<file path="src/rtl/tile_pixel_reader_pkg.sv">
// Shared tile geometry, colour defaults and FSM state type for the tile pixel reader.
package tile_pixel_reader_pkg;

  localparam int TW_LOG2_DEF  = 3;
  localparam int TH_LOG2_DEF  = 3;
  localparam int IDX_W_DEF    = 5;
  localparam int X_W_DEF      = 8;
  localparam int Y_W_DEF      = 7;
  localparam int COLOUR_W_DEF = 3;
  localparam logic [COLOUR_W_DEF-1:0] TRANSP_COL_DEF = 3'b000;

  typedef enum logic [1:0] {
    ST_IDLE,
    ST_READ,
    ST_DRAIN,
    ST_DONE
  } state_t;

  function automatic logic is_busy(input state_t s);
    return (s == ST_READ) || (s == ST_DRAIN);
  endfunction

endpackage

</file>
<file path="src/rtl/tile_pixel_reader_if.sv">
// Bundle of draw handshake, tile ROM port and plot port for the tile pixel reader.
interface tile_pixel_reader_if
  import tile_pixel_reader_pkg::*;
#(
  parameter int TW_LOG2  = TW_LOG2_DEF,
  parameter int TH_LOG2  = TH_LOG2_DEF,
  parameter int IDX_W    = IDX_W_DEF,
  parameter int X_W      = X_W_DEF,
  parameter int Y_W      = Y_W_DEF,
  parameter int COLOUR_W = COLOUR_W_DEF
);

  localparam int ADDR_W = IDX_W + TW_LOG2 + TH_LOG2;

  logic                start;
  logic [IDX_W-1:0]    tile_idx;
  logic [X_W-1:0]      x0;
  logic [Y_W-1:0]      y0;
  logic                busy;
  logic                done;
  logic [ADDR_W-1:0]   rom_addr;
  logic [COLOUR_W-1:0] rom_data;
  logic [X_W-1:0]      plot_x;
  logic [Y_W-1:0]      plot_y;
  logic [COLOUR_W-1:0] plot_colour;
  logic                plot;

  // master: draw controller plus tile ROM; slave: the reader itself
  modport master (
    output start, tile_idx, x0, y0, rom_data,
    input  busy, done, rom_addr, plot_x, plot_y, plot_colour, plot
  );

  modport slave (
    input  start, tile_idx, x0, y0, rom_data,
    output busy, done, rom_addr, plot_x, plot_y, plot_colour, plot
  );

endinterface

</file>
<file path="src/rtl/tile_pixel_reader_scan_counter.sv">
// Row-major column/row scan counter over one tile, with clear, enable and last-pixel flag.
module tile_scan_counter #(
  parameter int TW_LOG2 = 3,
  parameter int TH_LOG2 = 3
) (
  input  logic               Clock,
  input  logic               Resetn,
  input  logic               clear,
  input  logic               en,
  output logic [TW_LOG2-1:0] col,
  output logic [TH_LOG2-1:0] row,
  output logic               last
);

  always_ff @(posedge Clock) begin
    if (!Resetn || clear) begin
      col <= '0;
      row <= '0;
    end else if (en) begin
      if (col == '1) begin
        col <= '0;
        row <= row + 1'b1;
      end else begin
        col <= col + 1'b1;
      end
    end
  end

  assign last = (&col) && (&row);

endmodule

</file>
<file path="src/rtl/tile_pixel_reader.sv">
// Streams one tile from a synchronous tile ROM to the plot port in row-major order,
// optionally skipping the transparent colour.
module tile_pixel_reader
  import tile_pixel_reader_pkg::*;
#(
  parameter int TW_LOG2  = TW_LOG2_DEF,
  parameter int TH_LOG2  = TH_LOG2_DEF,
  parameter int IDX_W    = IDX_W_DEF,
  parameter int X_W      = X_W_DEF,
  parameter int Y_W      = Y_W_DEF,
  parameter int COLOUR_W = COLOUR_W_DEF,
  parameter bit TRANSP_EN = 1'b1,
  parameter logic [COLOUR_W-1:0] TRANSP_COL = TRANSP_COL_DEF
) (
  input logic               Clock,
  input logic               Resetn,
  tile_pixel_reader_if.slave bus
);

  state_t state, state_n;

  logic [IDX_W-1:0]    tile_q;
  logic [X_W-1:0]      x0_q;
  logic [Y_W-1:0]      y0_q;

  logic [TW_LOG2-1:0]  col;
  logic [TH_LOG2-1:0]  row;
  logic                last;
  logic                accept;
  logic                scan_en;

  logic                valid_d;
  logic [X_W-1:0]      px_d;
  logic [Y_W-1:0]      py_d;

  logic [X_W-1:0]      last_x;
  logic [Y_W-1:0]      last_y;
  logic [COLOUR_W-1:0] last_col;
  logic                plot_i;

  assign accept = (state == ST_IDLE) && bus.start;
  // Counter freezes on the last pixel so rom_addr keeps the last issued address.
  assign scan_en = (state == ST_READ) && !last;

  tile_scan_counter #(
    .TW_LOG2 (TW_LOG2),
    .TH_LOG2 (TH_LOG2)
  ) u_scan (
    .Clock  (Clock),
    .Resetn (Resetn),
    .clear  (accept),
    .en     (scan_en),
    .col    (col),
    .row    (row),
    .last   (last)
  );

  always_ff @(posedge Clock) begin
    if (!Resetn) state <= ST_IDLE;
    else         state <= state_n;
  end

  always_comb begin
    state_n = state;
    unique case (state)
      ST_IDLE:  if (bus.start) state_n = ST_READ;
      ST_READ:  if (last)      state_n = ST_DRAIN;
      ST_DRAIN:                state_n = ST_DONE;
      ST_DONE:                 state_n = ST_IDLE;
      default:                 state_n = ST_IDLE;
    endcase
  end

  always_ff @(posedge Clock) begin
    if (!Resetn) begin
      tile_q <= '0;
      x0_q   <= '0;
      y0_q   <= '0;
    end else if (accept) begin
      tile_q <= bus.tile_idx;
      x0_q   <= bus.x0;
      y0_q   <= bus.y0;
    end
  end

  // Coordinates ride one cycle behind the address to meet the ROM data.
  always_ff @(posedge Clock) begin
    if (!Resetn) begin
      valid_d <= 1'b0;
      px_d    <= '0;
      py_d    <= '0;
    end else begin
      valid_d <= (state == ST_READ);
      px_d    <= x0_q + X_W'(col);
      py_d    <= y0_q + Y_W'(row);
    end
  end

  assign plot_i = valid_d && !(TRANSP_EN && (bus.rom_data == TRANSP_COL));

  always_ff @(posedge Clock) begin
    if (!Resetn) begin
      last_x   <= '0;
      last_y   <= '0;
      last_col <= '0;
    end else if (plot_i) begin
      last_x   <= px_d;
      last_y   <= py_d;
      last_col <= bus.rom_data;
    end
  end

  assign bus.rom_addr    = {tile_q, row, col};
  assign bus.busy        = is_busy(state);
  assign bus.done        = (state == ST_DONE);
  assign bus.plot        = plot_i;
  assign bus.plot_x      = plot_i ? px_d : last_x;
  assign bus.plot_y      = plot_i ? py_d : last_y;
  assign bus.plot_colour = plot_i ? bus.rom_data : last_col;

endmodule

</file>
<file path="src/flat_wrapper.sv">
// flat-port wrapper written by rule: the top's interface ports become plain ports
module tile_pixel_reader_flat import tile_pixel_reader_pkg::*;
#(
  parameter int TW_LOG2  = TW_LOG2_DEF,
  parameter int TH_LOG2  = TH_LOG2_DEF,
  parameter int IDX_W    = IDX_W_DEF,
  parameter int X_W      = X_W_DEF,
  parameter int Y_W      = Y_W_DEF,
  parameter int COLOUR_W = COLOUR_W_DEF,
  parameter bit TRANSP_EN = 1'b1,
  parameter logic [COLOUR_W-1:0] TRANSP_COL = TRANSP_COL_DEF
)
  (Clock, Resetn, bus_start, bus_tile_idx, bus_x0, bus_y0, bus_rom_data, bus_busy, bus_done, bus_rom_addr, bus_plot_x, bus_plot_y, bus_plot_colour, bus_plot);
  tile_pixel_reader_if #(.TW_LOG2(TW_LOG2), .TH_LOG2(TH_LOG2), .IDX_W(IDX_W), .X_W(X_W), .Y_W(Y_W), .COLOUR_W(COLOUR_W)) bus_i ();
  input logic Clock;
  input logic Resetn;
  input wire logic [$bits(bus_i.start)-1:0] bus_start;
  input wire logic [$bits(bus_i.tile_idx)-1:0] bus_tile_idx;
  input wire logic [$bits(bus_i.x0)-1:0] bus_x0;
  input wire logic [$bits(bus_i.y0)-1:0] bus_y0;
  input wire logic [$bits(bus_i.rom_data)-1:0] bus_rom_data;
  output wire logic [$bits(bus_i.busy)-1:0] bus_busy;
  output wire logic [$bits(bus_i.done)-1:0] bus_done;
  output wire logic [$bits(bus_i.rom_addr)-1:0] bus_rom_addr;
  output wire logic [$bits(bus_i.plot_x)-1:0] bus_plot_x;
  output wire logic [$bits(bus_i.plot_y)-1:0] bus_plot_y;
  output wire logic [$bits(bus_i.plot_colour)-1:0] bus_plot_colour;
  output wire logic [$bits(bus_i.plot)-1:0] bus_plot;
  assign bus_i.start = bus_start;
  assign bus_i.tile_idx = bus_tile_idx;
  assign bus_i.x0 = bus_x0;
  assign bus_i.y0 = bus_y0;
  assign bus_i.rom_data = bus_rom_data;
  assign bus_busy = bus_i.busy;
  assign bus_done = bus_i.done;
  assign bus_rom_addr = bus_i.rom_addr;
  assign bus_plot_x = bus_i.plot_x;
  assign bus_plot_y = bus_i.plot_y;
  assign bus_plot_colour = bus_i.plot_colour;
  assign bus_plot = bus_i.plot;
  tile_pixel_reader #(.TW_LOG2(TW_LOG2), .TH_LOG2(TH_LOG2), .IDX_W(IDX_W), .X_W(X_W), .Y_W(Y_W), .COLOUR_W(COLOUR_W), .TRANSP_EN(TRANSP_EN), .TRANSP_COL(TRANSP_COL)) u_core (.Clock(Clock), .Resetn(Resetn), .bus(bus_i));
endmodule
</file>
<file path="config.mk">
export PLATFORM = sky130hd
export DESIGN_NAME = tile_pixel_reader_flat
export DESIGN_NICKNAME = d
export VERILOG_FILES = /design/src/rtl/tile_pixel_reader_pkg.sv /design/src/rtl/tile_pixel_reader_if.sv /design/src/rtl/tile_pixel_reader_scan_counter.sv /design/src/rtl/tile_pixel_reader.sv /design/src/flat_wrapper.sv
export SDC_FILE = /design/constraint.sdc
export NUM_CORES = 1
export LEC_CHECK = 0
export ABC_AREA = 1
export CORE_ASPECT_RATIO = 2
export CORE_MARGIN = 2
export CORE_UTILIZATION = 35
export DETAILED_ROUTE_END_ITERATION = 10
export GPL_TIMING_DRIVEN = 0
export PLACE_DENSITY = 0.69
export SLEW_MARGIN = 20
export SYNTH_ARGS = -nofsm -noshare
export SYNTH_HDL_FRONTEND = slang
export SYNTH_SLANG_ARGS = --single-unit
</file>
<file path="constraint.sdc">
create_clock -name Clock -period 2.05 [get_ports Clock]
set_clock_uncertainty 0.15 [all_clocks]
set_input_delay 0.41 -clock Clock [delete_from_list [all_inputs] [get_ports Clock]]
set_output_delay 0.41 -clock Clock [all_outputs]
set_load 0.005 [all_outputs]
</file>
[Word-level counts from Yosys, hierarchy flattened]
Cells that the tools add are included.
Cells by class
  add/sub/neg operators: 4
  equal/unequal tests: 6
  mux-type cells: 7
  reductions and logical operators: 15
Operator list (number)
  adder 8 x 3 -> 8 bit: 1
  2-to-1 mux 8 bit: 1
  case mux 2 bit (4 select lines): 1
  adder 7 x 3 -> 7 bit: 1
  2-to-1 mux 7 bit: 1
  adder 3 x 1 -> 3 bit (second input constant): 2
  2-to-1 mux 3 bit: 2
  AND reduction 3 bit: 2
  == test 2 bit (second input constant): 2
  logical AND 1 bit: 4
  2-to-1 mux 2 bit: 2
  AND reduction 2 bit: 2
  == test 3 bit (second input constant): 1
  logical NOT 1 bit: 3
  logical NOT 3 bit: 1
  == test 2 x 1 -> 1 bit (second input constant): 1
  logical NOT 2 bit: 1
  logical OR 1 bit: 2
  != test 2 x 1 -> 1 bit (second input constant): 1
  != test 2 bit (second input constant): 1
Storage, ports and cells
  bits in registers: 62
  output and inout port bits: 32
  word-level logic and storage cells: 44

[Depth between registers and ports, before layout]
Gate-level depths: netlist of the first run.
  depth after elaboration: 5
  gate-level depth with buffers: 9
  gate-level depth less buffers: 9

[By module]
A second synthesis of the first run with hierarchy kept.
Second synthesis, totals
  cell total of the unflattened synthesis: 368
  area total of the unflattened synthesis: 2706.3 sq um
By module, submodules not included
  tile_pixel_reader: instances 1, cells each 324, area an instance 2403.6 sq um, sequential area each 1121.1 sq um
  tile_scan_counter: instances 1, cells each 44, area an instance 302.8 sq um, sequential area each 120.1 sq um

[Worst setup path after synthesis of the first run]
Ideal clock, no wire load.
  path type: register -> register
  start: register u_core.u_scan.col[0]
  end: register u_core.px_d[6]
  setup time: 0.116 ns
  data arrival time: 1.408 ns
  path slack: 0.376 ns
  cell stages (with the launch flop): 10
  buffers on the path: 0
  period minus slack after synthesis: 1.674 ns
  path through: dfxtp_1 ha_1 inv_1 fa_1 inv_1 nand2_1 nand2_1 nand2_1 o21ai_0 nor2_1
On the way
  cells in the longest elaborated chain, start to end: 1
RTL lines
  start: declaration: RTL line tile_pixel_reader_scan_counter.sv:10  | output logic [TW_LOG2-1:0] col,
  start signal: assignment: RTL line tile_pixel_reader_scan_counter.sv:24  | col <= col + 1'b1;
  adder 8 x 3 -> 8 bit: RTL line tile_pixel_reader.sv:94  | px_d <= x0_q + X_W'(col);
  end signal: assignment: RTL line tile_pixel_reader.sv:94
  end: declaration: RTL line tile_pixel_reader.sv:33  | logic [X_W-1:0] px_d;
No other way between the ends.
A chain may end at the register's enable or synchronous reset.

[Worst setup path after layout of the first run]
  start: register u_core.valid_d
  end: output port bus_plot_y[3]
On the way
  cells in the longest elaborated chain, start to end: 2
RTL lines
  start: declaration: RTL line tile_pixel_reader.sv:32  | logic valid_d;
  start signal: assignment: RTL line tile_pixel_reader.sv:93  | valid_d <= (state == ST_READ);
  logical AND 1 bit: RTL line tile_pixel_reader.sv:99  | assign plot_i = valid_d && !(TRANSP_EN && (bus.rom_data == TRANSP_COL));
  2-to-1 mux 7 bit: RTL line tile_pixel_reader.sv:118  | assign bus.plot_y = plot_i ? py_d : last_y;
  end: declaration: RTL line flat_wrapper.sv:26  | output wire logic [$bits(bus_i.plot_y)-1:0] bus_plot_y;
No other way between the ends.

==> summary.md, run 1 <==
| Metric | Value |
|---|---|
| Vias | 2526 |
| CTS Sinks | 62 |
| Mapped cell area | 2650 um2 |
| Antenna violations before repair | 0 |
| Fmax | 487 MHz |
| ANT cells | 0 |
| Vias in the first global route | 2573 |
| # rows | 44 |
| IR Drop Worst-Case VDD | 0.000772 V |
| Register area share after synthesis | 0.469 |
| Drt total wl | 6970 um |
| Layout cells sized above 1 | 0.258 |
| Crit end category | output port |
| Core ar. | 7270 um2 |
| Crit-path cells | nand2_4, nand3_4, buf_6, buf_16, o21ai_4, inv_1, buf_2 |
| Worst Path Arrival | 1.49 ns |
| Slack of the critical path | -0.00448 ns |
| DR pass1 iterations | 4 |
| Residual DRC | 0 |
| Area grow syn2layout | 54.7% |
| Synth area leaders | dfxtp_1 47%, nand2_1 8.8%, nor2_1 8.7% |
| Clock root buffer master | clkbuf_16 |
| Final Cycle Share | 1.00 |
| Worst min path class | reg2reg |
| CTS tree | done |
| Global Route Usage Sum | 0.179 |
| Worst stage delay on the critical path | 0.37 ns |
| Post-route setup TNS | -0.00739 ns |
| Final Hold Vio Count | 0 |
| Post-Synthesis Cells | 357 |
| Area share of the largest cell type after synthesis | 0.469 |
| Startpoint types | flop |
| Vias per inst | 4.56 |
| Mapped Nets | 400 |
| HPWL after DPL | 4470 um |
| 1st-iter DRT viols | 58 |
| Hold Path Depth | 2 |
| Data required time of the worst path | 1.49 ns |
| Async SR Flop Fraction | 0 |
| Pwr Density | 1370 nW/um2 |
| Post-route cell area | 4090 um2 |
| Final min period | 2.05 ns |
| Final ANT Viol Nets | 0 |
| Slew margin rel. | 0.678 |
| Avg Cell Area, Syn | 7.41 um2 |
| Count of cell types in the netlist | 20 |
| Fill cell count | 667 |
| Grt total ovfl | 0 |
| Clock slew at reported path FFs | 0.05 ns |
| Status | complete, but fails checks |
| CP Depth | 7 |
| Critical path class | reg2out |
| H-Tree Depth | 3 |
| CP max-delay cell | dfxtp_4 |
| CP top delay family | buffers and inverters |
| Layout net count | 500 |
| Maximum fanout along the worst path | 5 |
| Clock Latency Late Sink | 0.32 ns |
| Final Max Tran Viols | 0 |
| Worst-margin pin slew | 0.482 ns |
| DP Area | 3330 um2 |
| Ys flop type | dfxtp_1 |
| Port bufs | 57 |
| Setup repair after global routing missed its margin | true |
| Synth area leader | dfxtp_1 |
| Static leakage | 1.96 nW |
| IO Count | 58 |
| Total CTS buffers | 9 |
| Starting Density | 0.364 |
| Max-cap violations | 0 |
| Setup violators final | 2 |
| Violated checks | setup timing |
| # hold bufs at CTS | 0 |
| Post-synth EDFFs | 0 |
| Pin count of the biggest net entering global routing | 11 |
| Routability cong. | 0.824 |
| Drt wl/cell | 12.6 um |
| First-pass GRT wire length | 11500 um |
| Worst-case clock buffer depth | 2 |
| R2R depth | 13 |
| Die ar. | 8310 um2 |
| Die height | 127 um |
| Register bit count reported by yosys | 62 |
| Yosys Warn Count | 0 |
| Commonest cells in the netlist | 62 x dfxtp_1, 62 x nand2_1, 61 x nor2_1 |
| DIE WIDTH | 65.5 um |
| CP bufs+invs | 4 |
final timing paths:
path             startpoint               end  slack, ns
max reg2reg  u_core.valid_d  u_core.last_y[5]       0.08
min reg2reg  u_core.y0_q[5]    u_core.py_d[5]       0.32
min          u_core.y0_q[5]    u_core.py_d[5]       0.32
max          u_core.valid_d     bus_plot_y[3]     -0.004
power by group:
part	switching, mW	total (mW)	internal, mW
clock	0.493	1.49	0.998
combinational	1.13	2.38	1.25
sequential	0.198	1.72	1.52
placed cells by master, fill, tap and decap left out, drive strengths merged:
cell,synthesis,layout
nor2,61,61
a21oi,21,21
clkinv,1,4
clkbuf,5,19
nand3,9,9
and2,3,3
bufinv,0,1
nand2,64,64
clkdlybuf4s50,0,34
dlygate4sd2,0,5
nand3b,1,1
dfxtp,62,62
inv,60,60
buf,6,54
or2,2,2
fa,2,2
o21ai,45,45
ha,15,15
worst min-delay path, cell delays in order, from the launching register on:
cell and delay, ns:
dfxtp_1 0.32, a21oi_1 0.04, nor2_1 0.07
kinds of logic after synthesis:
| logic type | after synthesis | synth area share |
|---|---|---|
| AO/OA/AOI/OAI | 66 | 0.125 |
| adder cells (fa/ha/maj) | 17 | 0.0861 |
| buffers and inverters | 72 | 0.107 |
| flip-flops | 62 | 0.469 |
| AND/OR/NAND/NOR | 140 | 0.213 |
layer usage:
layer | vias to the layer above | share of wire | GRT usage
met5 | - | 0 | 0
met2 | 53 | 0.58 | 0.345
met1 | 1159 | 0.35 | 0.168
met4 | 0 | 0.030 | 0.0821
met3 | 15 | 0.036 | 0.0470
li1 | 1299 | - | -
sequential cells by signal, summed over array words and instances (netlist names):
register           cells
u_core.u_scan.col      3
u_core.valid_d         1
u_core.py_d            7
u_core.y0_q            7
u_core.last_x          8
u_core.last_y          7
u_core.px_d            8
u_core.tile_q          5
u_core.state           2
u_core.last_col        3
u_core.u_scan.row      3
u_core.x0_q            8
per-stage QoR:
stage | total power [mW] | setup slack, ns | std cells | hold slack [ns] | utilization
floorplan | 2.52 | 0.376 | 357 | 0.287 | -
global placement | 3.27 | -0.523 | 506 | 0.305 | 0.458
detailed placement | 3.30 | -0.555 | 506 | 0.314 | 0.458
CTS | 5.36 | -0.0602 | 543 | 0.321 | 0.548
global route | 5.95 | -0.0786 | 554 | 0.357 | 0.563
finish | 5.59 | -0.00448 | 554 | 0.324 | 0.563
timing repair:
| action | in CTS | in global routing |
|---|---|---|
| hold endpoints to repair | 0 | 0 |
| gates resized for setup | 130 | 26 |
| cloned | 3 | 0 |
| setup buffers | 18 | 12 |
| endpoints found under the setup margin | 20 | 20 |
| pin swaps | 11 | 15 |
final cells by class:
type | instances | area, um2 | area share
inverters | 61 | 229 | 0.0560
repair buffers | 89 | 763 | 0.187
clock inverters | 4 | 45.0 | 0.0110
multi-input cells | 223 | 1350 | 0.330
clock buffers | 12 | 256 | 0.0627
flip-flops and latches | 62 | 1250 | 0.305
well taps | 92 | 115 | 0.0281
plain buffers | 11 | 85.1 | 0.0208
No activity file was read; power rests on OpenSTA's default activity.
==> run 2, diff against run 1 <==
HOLD_SLACK_MARGIN = 0.08   (was not set)
REMOVE_ABC_BUFFERS = 1   (was not set)
==> summary.md, run 2 (synthesis results as in run 1) <==
| Metric | Value |
|---|---|
| Status | complete, but fails checks |
| Violated checks | setup timing |
| HPWL after DPL | 3910 um |
| Vias per inst | 4.49 |
| IO Count | 58 |
| Static leakage | 2.12 nW |
| IR Drop Worst-Case VDD | 0.000744 V |
| Most common cell after layout, fill and taps aside | nor2_1 |
| Area grow syn2layout | 60.2% |
| Drt total wl | 6610 um |
| Fmax | 456 MHz |
| Port bufs | 57 |
| HP Start | u_core.y0_q[5] |
| CTS Sinks | 62 |
| Post-route cell area | 4240 um2 |
| Final ANT Viol Nets | 0 |
| Reg2Reg Capture Point | u_core.px_d[6] |
| 1st-iter DRT viols | 61 |
| Worst-margin pin slew | 0.602 ns |
| Clock root buffer master | clkbuf_16 |
| Core ar. | 7270 um2 |
| Routability cong. | 0.840 |
| R2R depth | 9 |
| CTS tree | done |
| Starting Density | 0.364 |
| Final Cycle Share | 1.07 |
| Critical path class | reg2out |
| First-pass GRT wire length | 10300 um |
| H-Tree Depth | 3 |
| Slew margin rel. | 0.599 |
| Clock Latency Late Sink | 0.32 ns |
| Pin count of the biggest net entering global routing | 40 |
| Clock slew at reported path FFs | 0.05 ns |
| Final Max Tran Viols | 0 |
| DR pass1 iterations | 4 |
| Maximum fanout along the worst path | 7 |
| Total CTS buffers | 9 |
| Layout cells sized above 1 | 0.246 |
| Biggest regs | u_core.last_x x8, u_core.px_d x8, u_core.x0_q x8 |
| Antenna violations before repair | 0 |
| Max-cap violations | 0 |
| Setup crit end | bus_plot_y[6] |
| Global Route Usage Sum | 0.166 |
| Die height | 127 um |
| Crit end category | output port |
| Drt wl/cell | 11.9 um |
| Layout net count | 502 |
| Vias | 2498 |
| Final Hold Vio Count | 0 |
| DIE WIDTH | 65.5 um |
| Setup violators final | 12 |
| Crit path launch | u_core.valid_d |
| Grt total ovfl | 0 |
| Worst Path Arrival | 1.63 ns |
| FF-to-FF Start | u_core.u_scan.col[0] |
| Final min period | 2.19 ns |
| Worst min path class | reg2reg |
| DP Area | 3270 um2 |
| Reg2Reg Setup Slack | 0.20 ns |
| Setup repair after global routing missed its margin | true |
| Post-route setup TNS | -0.802 ns |
| Data required time of the worst path | 1.49 ns |
| Vias in the first global route | 2323 |
| Pwr Density | 1360 nW/um2 |
| # rows | 44 |
| Worst-case clock buffer depth | 2 |
| Die ar. | 8310 um2 |
| Slack of the critical path | -0.142 ns |
| # hold bufs at CTS | 0 |
| ANT cells | 0 |
| Residual DRC | 0 |
| Startpoint types | flop |
| Most frequent cells in the layout | 61 x nor2_1, 59 x dfxtp_1, 56 x inv_1 |
-- run 2: cell types whose count changed in the layout (fill, tap and decap cells not counted), sizes merged, moves of 2 or more --
cell,delta
buf,-4
clkinv,-2
dlygate4sd2,-2
dlymetal6s2s,+6
nand3,+3
-- run 2: through the flow --
step	utilization	cells	setup WS [ns]	hold slack (ns)	total power [mW]
after floorplan	-	346	0.245	0.287	2.48
after global routing	0.583	556	-0.202	0.330	6.10
after global placement	0.451	495	-1.38	0.305	3.21
final	0.583	556	-0.142	0.316	5.75
after detailed placement	0.450	495	-0.912	0.305	3.24
after CTS	0.549	536	-0.250	0.315	5.40
-- run 2: final cells by class --
class                      instances  area (um2)
clock buffer                      13         270
clock inverter                     3        65.1
inverter                          61         234
multi-input combinational        226        1370
timing repair buffer              99         938
fill                             665        3030
tap                               92         115
sequential                        62        1250
-- run 2: what timing repair did --
action	CTS	global route
pin swaps	9	18
resized for setup	78	47
cloned	4	0
endpoints found under the setup margin	26	23
setup buffers	21	22
hold endpoints to repair	0	0
-- run 2: worst min-delay path by stage --
stage                          end  depth (start not counted)
floorplan           u_core.py_d[5]                          2
global placement    u_core.py_d[5]                          2
detailed placement  u_core.py_d[5]                          2
CTS                 u_core.py_d[5]                          2
global route        u_core.py_d[5]                          2
finish              u_core.py_d[5]                          2
-- run 2: routing by layer --
| layer | vias to the layer above | track usage | part of all wire |
|---|---|---|---|
| met1 | 1140 | 0.160 | 0.38 |
| li1 | 1309 | - | - |
| met5 | - | 0 | 0 |
| met3 | 13 | 0.0355 | 0.027 |
| met2 | 36 | 0.301 | 0.57 |
| met4 | 0 | 0.110 | 0.027 |
-- run 2: report_power, final --
group / leakage (nW) / switching (mW) / internal [mW] / total (mW)
Combinational: 1.45 / 1.11 / 1.28 / 2.39
Clock: 0.166 / 0.494 / 1.16 / 1.65
Sequential: 0.510 / 0.185 / 1.52 / 1.70
-- run 2: critical path, stage by stage, from the launching register on --
cell and delay (ns):
dfxtp_4 0.37, nand2_4 0.10, buf_12 0.13, nand3_4 0.12, buf_4 0.16, buf_6 0.10, o21ai_2 0.14, inv_1 0.06
buf_2 0.12
